==> config.mk <==
export PLATFORM = sky130hd
export DESIGN_NAME = reg_file_sb
export DESIGN_NICKNAME = d
export VERILOG_FILES = /design/src/rtl/reg_file_sb.sv
export SDC_FILE = /design/constraint.sdc
export NUM_CORES = 1
export LEC_CHECK = 0
export BUFFER_PORTS_ARGS = -buffer_cell sky130_fd_sc_hd__buf_2
export CAP_MARGIN = 15
export CORE_MARGIN = 4
export CORE_UTILIZATION = 50
export CTS_CLUSTER_DIAMETER = 30
export DETAILED_ROUTE_END_ITERATION = 8
export GPL_TIMING_DRIVEN = 0
export PLACE_DENSITY = 0.8
export SLEW_MARGIN = 5
export SYNTH_ARGS = -nofsm -noshare
export SYNTH_HDL_FRONTEND = slang
export SYNTH_SLANG_ARGS = --single-unit
==> constraint.sdc <==
create_clock -name clk -period 3.6 [get_ports clk]
set_clock_uncertainty 0.2 [all_clocks]
set_input_delay 0.9 -clock clk [delete_from_list [all_inputs] [get_ports clk]]
set_output_delay 0.9 -clock clk [all_outputs]
set_load 0.01 [all_outputs]
==> src/rtl/reg_file_sb.sv <==
// rtl/reg_file_sb.sv - register file with per-register busy scoreboard and write-back forwarding
module reg_file_sb #(
   parameter int WIDTH    = 16,
   parameter int NREGS    = 8,
   parameter int ZERO_REG = 1,
   parameter int FWD      = 1,
   parameter int ADDR_W   = $clog2(NREGS)
) (
   input  logic              clk,
   input  logic              rst,
   input  logic [ADDR_W-1:0] rs1_addr,
   input  logic [ADDR_W-1:0] rs2_addr,
   output logic [WIDTH-1:0]  rs1_data,
   output logic [WIDTH-1:0]  rs2_data,
   output logic              rs1_hazard,
   output logic              rs2_hazard,
   input  logic              rsv_valid,
   input  logic [ADDR_W-1:0] rsv_addr,
   output logic              rsv_ready,
   input  logic              wb_valid,
   input  logic [ADDR_W-1:0] wb_addr,
   input  logic [WIDTH-1:0]  wb_data,
   output logic [ADDR_W:0]   busy_count
);

   localparam int DEPTH = 1 << ADDR_W;

   // Addresses that hold real state; out-of-range and the hard-wired zero register are excluded.
   function automatic logic [DEPTH-1:0] valid_mask();
      logic [DEPTH-1:0] m;
      for (int i = 0; i < DEPTH; i++) begin
         m[i] = (i < NREGS) && !((ZERO_REG != 0) && (i == 0));
      end
      return m;
   endfunction

   localparam logic [DEPTH-1:0] VALID = valid_mask();

   logic [WIDTH-1:0]  regs_q [DEPTH];
   logic [DEPTH-1:0]  busy_q, busy_d;
   logic [ADDR_W:0]   count_q, count_d;

   logic [ADDR_W-1:0] rd_addr [2];
   logic [WIDTH-1:0]  rd_data [2];
   logic [1:0]        rd_haz;
   logic [1:0]        fwd_hit;

   logic wb_en, rsv_en, set_new, clr_old;

   assign rd_addr[0] = rs1_addr;
   assign rd_addr[1] = rs2_addr;

   always_comb begin
      for (int p = 0; p < 2; p++) begin
         fwd_hit[p] = (FWD != 0) && wb_valid && (wb_addr == rd_addr[p]) && VALID[rd_addr[p]];
         rd_data[p] = '0;
         rd_haz[p]  = 1'b0;
         if (VALID[rd_addr[p]]) begin
            rd_data[p] = fwd_hit[p] ? wb_data : regs_q[rd_addr[p]];
            rd_haz[p]  = busy_q[rd_addr[p]] & ~fwd_hit[p];
         end
      end
   end

   assign rs1_data   = rd_data[0];
   assign rs2_data   = rd_data[1];
   assign rs1_hazard = rd_haz[0];
   assign rs2_hazard = rd_haz[1];

   assign rsv_ready = ~busy_q[rsv_addr] | (wb_valid & (wb_addr == rsv_addr));
   assign wb_en     = wb_valid & VALID[wb_addr];
   assign rsv_en    = rsv_valid & rsv_ready & VALID[rsv_addr];

   // A same-address reserve and write-back leaves the register busy, so the clear does not count.
   assign set_new = rsv_en & ~busy_q[rsv_addr];
   assign clr_old = wb_en & busy_q[wb_addr] & ~(rsv_en & (rsv_addr == wb_addr));

   always_comb begin
      busy_d = busy_q;
      if (wb_en) begin
         busy_d[wb_addr] = 1'b0;
      end
      if (rsv_en) begin
         busy_d[rsv_addr] = 1'b1;
      end
      count_d = count_q + {{ADDR_W{1'b0}}, set_new} - {{ADDR_W{1'b0}}, clr_old};
   end

   always_ff @(posedge clk) begin
      if (rst) begin
         busy_q  <= '0;
         count_q <= '0;
         for (int i = 0; i < DEPTH; i++) begin
            regs_q[i] <= '0;
         end
      end else begin
         busy_q  <= busy_d;
         count_q <= count_d;
         if (wb_en) begin
            regs_q[wb_addr] <= wb_data;
         end
      end
   end

   assign busy_count = count_q;

endmodule
=== After elaboration in Yosys (flattened, before gate mapping) ===
Memory sizes are Yosys's and may differ from the RTL's.
Cells that the tools add are included.

* Logic and storage cells: 76
* Register bits: 12
* Output and inout port bits: 39
* RAM bits: 128
* Input port bits: 32
* Bits in read-only memories: 32
* Memories kept: 5

{| class="wikitable"
|+ Memories
! memory !! words !! width !! rd ports !! clocked after memory_dff !! wr ports !! line !! text
|-
| regs_q || 8 || 16 || 2 || 0 || 8 || 39 || <nowiki>logic [WIDTH-1:0] regs_q [DEPTH];</nowiki>
|-
| (no name shown) || 8 || 1 || 1 || 0 || 0 || 72 || <nowiki>assign rsv_en = rsv_valid & rsv_ready & VALID[rsv_addr];</nowiki>
|-
| (no name shown) || 8 || 1 || 1 || 0 || 0 || 71 || <nowiki>assign wb_en = wb_valid & VALID[wb_addr];</nowiki>
|-
| (no name shown) || 8 || 1 || 1 || 0 || 0 || 58 || <nowiki>if (VALID[rd_addr[p]]) begin</nowiki>
|-
| (no name shown) || 8 || 1 || 1 || 0 || 0 || 58 ||
|}

* Bitwise logic cells: 18
* Magnitude comparators: 6
* Reductions and logical operators: 7
* Multiplexer cells: 32
* Equality and inequality tests: 4
* $add $sub $neg: 2

{| class="wikitable"
|+ Operators by type and width
! cell !! count
|-
| two-way mux 16 bit || 5
|-
| two-way mux 1 bit || 18
|-
| less-than comparator 3 x 4 -> 1 bit, second input constant || 4
|-
| two-way mux 8 bit || 2
|-
| OR reduction 16 bit || 1
|-
| binary-select mux 1 bit (select 3 bit) || 4
|-
| equality test 3 bit || 4
|-
| bitwise AND 1 bit || 10
|-
| bitwise AND 8 bit || 1
|-
| inverter 8 bit || 1
|-
| bitwise OR 8 bit || 1
|-
| demux 1 bit (select 3 bit) || 2
|-
| greater-or-equal comparator 3 x 1 -> 1 bit, second input constant || 2
|-
| logical AND 1 bit || 6
|-
| adder 4 x 1 -> 4 bit || 1
|-
| inverter 1 bit || 4
|-
| subtractor 4 x 1 -> 4 bit || 1
|-
| two-way mux 3 bit || 1
|-
| bitwise OR 1 bit || 1
|}

=== Depth between registers and ports, before layout ===
Gate-level depths: netlist of run 1.

* Word-level depth: 10
* Gate-level depth with buffers: 12
* Gate-level depth less buffers: 11

=== Worst setup path before layout of run 1 ===
OpenSTA, ideal clock, no wires.

* Path kind: input to output
* Start point: input port rs2_addr[1]
* End point: output port rs2_data[0]
* Required time: 2500 ps
* Setup slack: 219 ps
* Data arrival time: 2281 ps
* Stages on the path: 6
* Path buffers: 3
* Cell sequence: clkbuf_1 > xor2_1 > or4_1 > buf_2 > buf_6 > a211oi_1

* Cells in the longest elaborated chain, start to end: 5
* Elaborated cells on any way between the ends: 8
* Classes of those cells: eq/ne: 1; mux: 3; reduce/logical: 2; memory: 2

{| class="wikitable"
|+ Ends and longest elaborated chain
! element !! line !! text
|-
| start, declared || 12 || <nowiki>input logic [ADDR_W-1:0] rs2_addr,</nowiki>
|-
| memory read (8 x 1 bit) / equality test 3 bit (equally long branches) || -- ||
|-
| two-way mux 1 bit (not written as such) / logical AND 1 bit (equally long branches) || 58, 55 ||
|-
| logical AND 1 bit || 55 || <nowiki>fwd_hit[p] = (FWD != 0) && wb_valid && (wb_addr == rd_addr[p]) && VALID[rd_addr[p]];</nowiki>
|-
| two-way mux 16 bit || 59 || <nowiki>rd_data[p] = fwd_hit[p] ? wb_data : regs_q[rd_addr[p]];</nowiki>
|-
| two-way mux 16 bit * || 58 ||
|-
| end, declared || 14 || <nowiki>output logic [WIDTH-1:0] rs2_data,</nowiki>
|}

Mark *: on every way between the ends. The rest lies on a longest branch, timed or not. The select of a mux whose other input is x is not followed.

=== Worst setup path after layout of run 1 ===
* Start point: input port rs1_addr[1]
* End point: output port rs1_data[6]

* Cells in the longest elaborated chain, start to end: 5
* Elaborated cells on any way between the ends: 8
* Classes of those cells: eq/ne: 1; mux: 3; reduce/logical: 2; memory: 2

{| class="wikitable"
|+ Ends and longest elaborated chain
! element !! line !! text
|-
| start, declared || 11 || <nowiki>input logic [ADDR_W-1:0] rs1_addr,</nowiki>
|-
| memory read (8 x 1 bit) / equality test 3 bit (equally long branches) || -- ||
|-
| two-way mux 1 bit (not written as such) / logical AND 1 bit (equally long branches) || 58, 55 ||
|-
| logical AND 1 bit || 55 ||
|-
| two-way mux 16 bit || 59 ||
|-
| two-way mux 16 bit * || 58 ||
|-
| end, declared || 13 || <nowiki>output logic [WIDTH-1:0] rs1_data,</nowiki>
|}

Marks and branches as above.

==> results.md, run 1 <==
* Run status: finished with violations
* Failing checks: negative setup slack
* First DRT Iteration DRCs at 1,098
* Unrepaired setup endpoints after global routing: yes
* Final antenna-violating net count at 0
* Hold Crit Class: reg2reg
* Syn_area_per_cell at 12.7 µm²
* Placeable core area at 15,800 µm²
* Remaining Overflow, GRT at 0
* Overall die area at 18,100 µm²
* Area occupied by multi-input gates at 3870 µm²
* Top FF cell, synth: sky130_fd_sc_hd__edfxtp_1
* Maximum number of buffers from clock root to sink at 2
* Number of iterations in the first detailed-routing pass at 8
* CTS clk-pin slew, worst paths at 0.07 ns
* Crit Path Class: in2out
* CTS tree: done
* Routed WL per cell at 26.8 µm
* Finished layout cell area at 9760 µm²
* Power Total at 4.49 mW
* GRT Util Overall at 0.286
* Die Span X at 135 µm
* Synth-to-Final Area Change at 21.7%
* Area of all sequential standard cells at 4080 µm²
* HPWL reported at the end of detailed placement at 17.0 mm
* Mean number of vias per cell at 6.69
* Clock latency at the later pin of the worst-skew pair at 0.42 ns
* Synthesized instance count at 629
* Layout cell share with drive strength beyond 1 at 0.303
* Final layout net count at 782
* Relative slew margins at 0.238
* TritonCTS Buffers at 17
* Least-Margin Pin Slew at 1.13 ns
* Yosys top cell by area: sky130_fd_sc_hd__edfxtp_1
* Clock net sink count at 140
* Number of global-route vias before repair at 6,695
* Number of enable flip-flop cells after synthesis at 128
* CTS H-tree lvls at 4
* Count of boundary I/O pins at 71
* Buffers on Ports at 65
* Number of setup violations in the final report at 2
* Largest voltage drop on the vdd net at 408 µV
* Setup crit start kind: primary input
* Largest fanout on the critical path at 10
* Final Slew Violations at 0
* Global-route wire length before repair at 38.3 mm
* Worst EP required at 2.50 ns
* Post-CTS Hold Fix Bufs at 0
* Max Clk Rate at 276 MHz
* YS warnings at 0
* Dominant cells by area after synthesis: sky130_fd_sc_hd__edfxtp_1 48%, sky130_fd_sc_hd__mux4_2 12%, sky130_fd_sc_hd__and2_1 8.8%, sky130_fd_sc_hd__mux2i_1 8.1%, sky130_fd_sc_hd__dfxtp_1 3.0%
* Final worst-path setup slack at -0.0228 ns
* Clock period minus worst slack at 3.62 ns
* Starting density of the core at 0.507
* Number of filler cells placed in the layout at 1,106
* Share of synthesized area occupied by flip-flops and latches at 0.509
* Mapped cell area at 8020 µm²
* Vias at 6,515
* Initial antenna violation count at 0
* Area fraction of the dominant cell type after synthesis at 0.479
* Register bit count reported by yosys at 140
* Placement-stage cell area at 8800 µm²
* Final period utilization at 1.01
* Worst path arrival time at 2.52 ns
* Antenna Diode Count at 0
* Largest net degree at the start of global routing at 17
* Final routed DRC violation total at 0
* Pleak at 3.74 nW
* Total number of placement rows at 46
* Pwr/cell area at 460 nW/µm²
* Core Util, Final at 0.617
* Root Driver: sky130_fd_sc_hd__clkbuf_16
* Routability Congestion at 0.911
* Share of flip-flops with an asynchronous set or reset after synthesis at 0
* Max-cap viol count at 0
* Detailed Route WL at 26.1 mm
* List of most frequent post-synthesis cells: 128 x sky130_fd_sc_hd__edfxtp_1, 113 x sky130_fd_sc_hd__and2_1, 65 x sky130_fd_sc_hd__mux2i_1, 42 x sky130_fd_sc_hd__nor2_1, 41 x sky130_fd_sc_hd__mux4_2
* Number of distinct library cell variants in the gate-level netlist after synthesis at 46
* Final count of hold timing violations at 0
* Most repeated cell in the gate-level netlist after synthesis: sky130_fd_sc_hd__edfxtp_1
* Floorplan die height at 135 µm
* CP Capture Type: output pin
## state kept, by name, summed over array words and instances, names as in the netlist
name	flops
regs_q	128
busy_count	4
busy_q	8
## path summary, 6_finish.rpt
| kind | start | end | slack [ns] | cells after the start |
|---|---|---|---|---|
| worst max-delay path | rs1_addr[1] | rs1_data[6] | -0.02 | 7 |
| worst min-delay path | busy_q[0] | busy_q[0] | 0.31 | 1 |
| worst max register to register | busy_q[3] | busy_count[2] | 0.92 | 10 |
| worst min register to register | busy_q[0] | busy_q[0] | 0.31 | 1 |
## layout make-up
type	instances	area share
Timing Repair Buffer	86	0.0567
Tap cell	216	0.0277
Inverter	14	0.00577
Clock inverter	15	0.0138
Clock buffer	17	0.0436
Multi-Input combinational cell	441	0.397
Sequential cell	140	0.418
Buffer	45	0.0373
## worst max-delay path, cell delays in order
cell                       delay, ns
sky130_fd_sc_hd__buf_2          0.13
sky130_fd_sc_hd__nand2b_1       0.31
sky130_fd_sc_hd__clkbuf_2       0.33
sky130_fd_sc_hd__o22ai_1        0.24
sky130_fd_sc_hd__a211oi_1       0.08
sky130_fd_sc_hd__nor3_1         0.33
sky130_fd_sc_hd__buf_2          0.20
## metrics by stage
stage | setup TNS, ns | hold WS (ns) | worst slack (ns) | cells
detailed placement | -13.69 | 0.297 | -0.626 | 932
floorplan | 0 | 0.265 | 0.219 | 644
CTS | -0.00604 | 0.306 | -0.00604 | 976
global placement | -90.79 | 0.281 | -1.07 | 925
global route | -0.0321 | 0.327 | -0.0215 | 974
finish | -0.0412 | 0.305 | -0.0228 | 974
## power by group
group	leakage (nW)	internal, mW	switching, mW
clock	0.273	0.959	0.740
combinational	2.13	0.352	0.461
sequential	1.34	1.90	0.0791
## what timing repair did
item | CTS | global route
gates resized for setup | 62 | 22
buffers inserted | 13 | 0
endpoints found under the setup margin | 34 | 27
pin swaps | 10 | 0
## cell families (layout without fill, tap and decap cells)
family | count (synthesis) | after routing | share of synthesized area
xor+xnor | 13 | 13 | 0.0151
buf+inv | 63 | 177 | 0.0387
mux | 107 | 107 | 0.200
other cells | 1 | 16 | 0.000468
fa+ha+maj | 5 | 5 | 0.00874
compound gates | 85 | 85 | 0.0760
simple gates | 215 | 215 | 0.152
flops | 140 | 140 | 0.509
## cells in the final DEF, fill, tap and decap left out, drive strengths merged, types with 5 or more instances in the layout
cell type / count
xor2: 11
clkbuf: 37
a211oi: 33
o22ai: 30
buf: 111
and2: 113
o21ai: 5
nand2b: 5
mux4: 42
nor3: 38
mux2i: 65
nor2: 42
inv: 19
clkinv: 7
conb: 16
edfxtp: 128
dfxtp: 12
a2bb2o: 5
## routing by layer
layer  vias up  wire length, µm  track usage
li1       2620                -            -
met1      3091             8500        0.331
met2       644            12500        0.479
met3       160             3660       0.0864
met4         0             1360        0.150
met5         -                0            0
Note: power is estimated with default switching activity, not from simulation.
==> run 2: changes to the inputs <==
ABC_AREA = 1   (was default)
PLACE_DENSITY = 0.79   (was 0.8)
==> results.md, run 2 <==
* Hold Crit Class: reg2reg
* TritonCTS Buffers at 17
* Layout cell share with drive strength beyond 1 at 0.156
* Slowest cell on the critical path: sky130_fd_sc_hd__clkbuf_1
* Number of setup violations in the final report at 0
* Initial antenna violation count at 0
* R2R setup slack at 1.14 ns
* Worst path arrival time at 2.49 ns
* Routed WL per cell at 18.9 µm
* Largest net degree at the start of global routing at 17
* Least-Margin Pin Slew at 0.935 ns
* Share of total power consumed by net switching at 0.289
* CTS tree: done
* Critical R2R Capture: busy_count[2]
* Share of flip-flops with an asynchronous set or reset after synthesis at 0
* Total number of placement rows at 48
* Top library cells by usage in the layout, fill and taps aside: 527 x sky130_fd_sc_hd__nand2_1, 156 x sky130_fd_sc_hd__nand3_1, 128 x sky130_fd_sc_hd__edfxtp_1
* Clock period minus worst slack at 3.59 ns
* Final antenna-violating net count at 0
* Max Clk Rate at 279 MHz
* Area of all sequential standard cells at 4080 µm²
* Overall die area at 19,600 µm²
* Number of distinct library cell variants in the gate-level netlist after synthesis at 32
* Clock power share at 0.390
* Routability Congestion at 0.969
* Launching element of the worst setup path: rs2_addr[1]
* Switching power total at 1.30 mW
* Number of filler cells placed in the layout at 1,574
* GRT Util Overall at 0.287
* Final layout net count at 1,305
* Clock net sink count at 140
* Core Util, Final at 0.579
* Clock latency at the later pin of the worst-skew pair at 0.44 ns
* Placeable core area at 17,200 µm²
* Floorplan die height at 140 µm
* Register bit count reported by yosys at 140
* Unrepaired setup endpoints after global routing: no
* Crit Path Class: in2out
* Count of cells along the worst register-to-register path at 13
* Synthesized instance count at 1,173
* HPWL reported at the end of detailed placement at 19.9 mm
* Most repeated cell in the gate-level netlist after synthesis: sky130_fd_sc_hd__nand2_1
* Antenna Diode Count at 0
* Vias at 8,713
* Pwr/cell area at 454 nW/µm²
* Share of synthesized area occupied by flip-flops and latches at 0.469
* Detailed Route WL at 28.4 mm
* Reg2reg start: busy_q[0]
* Number of iterations in the first detailed-routing pass at 6
* Cell chain of the critical path: buf_2, clkbuf_1, nand3_1, nand2_1, nand2_1, a21oi_1, nor2_1, buf_2
* Run status: finished clean
* Final Slew Violations at 0
* List of most frequent post-synthesis cells: 527 x sky130_fd_sc_hd__nand2_1, 156 x sky130_fd_sc_hd__nand3_1, 128 x sky130_fd_sc_hd__edfxtp_1, 121 x sky130_fd_sc_hd__nor2_1, 26 x sky130_fd_sc_hd__a21oi_1
* Largest fanout on the critical path at 10
* CTS H-tree lvls at 4
* Top FF cell, synth: sky130_fd_sc_hd__edfxtp_1
* Largest voltage drop on the vdd net at 377 µV
* Most common library cell in the layout ignoring fill and taps: sky130_fd_sc_hd__nand2_1
* Syn_area_per_cell at 7.43 µm²
* Max-cap viol count at 0
* Relative slew margins at 0.375
* Cell depth of the worst hold path at 2
* Final period utilization at 0.997
* Number of enable flip-flop cells after synthesis at 128
* Area occupied by multi-input gates at 4090 µm²
* Root Driver: sky130_fd_sc_hd__clkbuf_16
* Mapped cell area at 8720 µm²
* Buffers on Ports at 61
* Yosys top cell by area: sky130_fd_sc_hd__edfxtp_1
* CTS clk-pin slew, worst paths at 0.06 ns
* Synth-to-Final Area Change at 14.2%
* Flip-flop count of the largest register, all copies and words added at 128
* Placement-stage cell area at 9360 µm²
* Global-route wire length before repair at 43.0 mm
* Power Total at 4.51 mW
* Maximum single-stage delay on the critical path at 0.66 ns
* Number of post-CTS setup repair buffers at 0
* Count of boundary I/O pins at 71
* Dominant cells by area after synthesis: sky130_fd_sc_hd__edfxtp_1 44%, sky130_fd_sc_hd__nand2_1 23%, sky130_fd_sc_hd__nand3_1 9.0%, sky130_fd_sc_hd__nor2_1 5.2%, sky130_fd_sc_hd__dfxtp_1 2.8%
* Number of global-route vias before repair at 8,089
* Finished layout cell area at 9950 µm²
* Internal cell power at 3.21 mW
* Worst setup path endpoint: rs2_data[0]
* First DRT Iteration DRCs at 1,207
* Remaining Overflow, GRT at 0
* Starting density of the core at 0.507
* Register with the most flip-flops: regs_q
* Setup crit start kind: primary input
* YS warnings at 0
* Pleak at 4.64 nW
* Worst EP required at 2.50 ns
* Maximum number of buffers from clock root to sink at 2
* Final routed DRC violation total at 0
* Combinational cell fraction of total power at 0.177
* CP Capture Type: output pin
* Mean number of vias per cell at 5.79
* Sequential fraction of design power at 0.432
* Final count of hold timing violations at 0
* Die Span X at 140 µm
* Area fraction of the dominant cell type after synthesis at 0.441
* Setup Total Neg Slack at 0 ns
[run 2: cells by family after synthesis]
kind of cell | count (synthesis) | synth area share
flops | 140 | 0.469
fa+ha+maj | 5 | 0.00804
xor+xnor | 5 | 0.00502
simple gates | 840 | 0.405
buf+inv | 120 | 0.0685
compound gates | 62 | 0.0449
other cells | 1 | 0.000430
[run 2: worst min-delay path by stage]
stage                   start         to
floorplan           busy_q[0]  busy_q[0]
global placement    busy_q[0]  busy_q[0]
detailed placement  busy_q[0]  busy_q[0]
CTS                 busy_q[0]  busy_q[0]
global route        busy_q[0]  busy_q[0]
finish              busy_q[0]  busy_q[0]
[run 2: stage by stage]
stage | setup WS, ns | cells | hold slack (ns)
2_1_floorplan | 0.609 | 1188 | 0.245
3_3_place_gp | 0.0324 | 1474 | 0.282
3_5_place_dp | 0.0258 | 1474 | 0.281
4_1_cts | 0.0288 | 1504 | 0.291
5_1_grt | 0.00840 | 1504 | 0.336
6_report | 0.0109 | 1504 | 0.291
[run 2: layout make-up]
class,count,area share
Clock inverter,13,0.0153
Sequential cell,140,0.410
Timing Repair Buffer,61,0.0307
Clock buffer,17,0.0427
Tap cell,225,0.0283
Inverter,50,0.0194
Multi-Input combinational cell,928,0.411
Buffer,70,0.0422
[run 2: timing repair]
item,CTS,global route
gates resized for setup,0,17
endpoints found under the setup margin,0,20
hold buffers,0,0
hold endpoints to repair,0,0
[run 2: power groups by stage]
stage | Sequential, mW | Clock (mW) | Combinational (mW)
after global routing | 1.96 | 1.83 | 0.867
after detailed placement | 1.98 | 0 | 0.774
after floorplan | 1.97 | 0 | 0.510
final | 1.95 | 1.76 | 0.800
after CTS | 1.95 | 1.75 | 0.779
after global placement | 1.98 | 0 | 0.758
[run 2: per-layer routing]
metal / global-route usage / wire length, µm
met5: 0 / 0
met4: 0.157 / 1380
met3: 0.0649 / 3870
met2: 0.447 / 12700
met1: 0.373 / 10500
[run 2: worst max-delay path: cells and delay by family]
kind	cells	cell delay [ns]
buffers and inverters	3	0.99
AND/OR/NAND/NOR	4	0.41
AO/OA/AOI/OAI	1	0.18
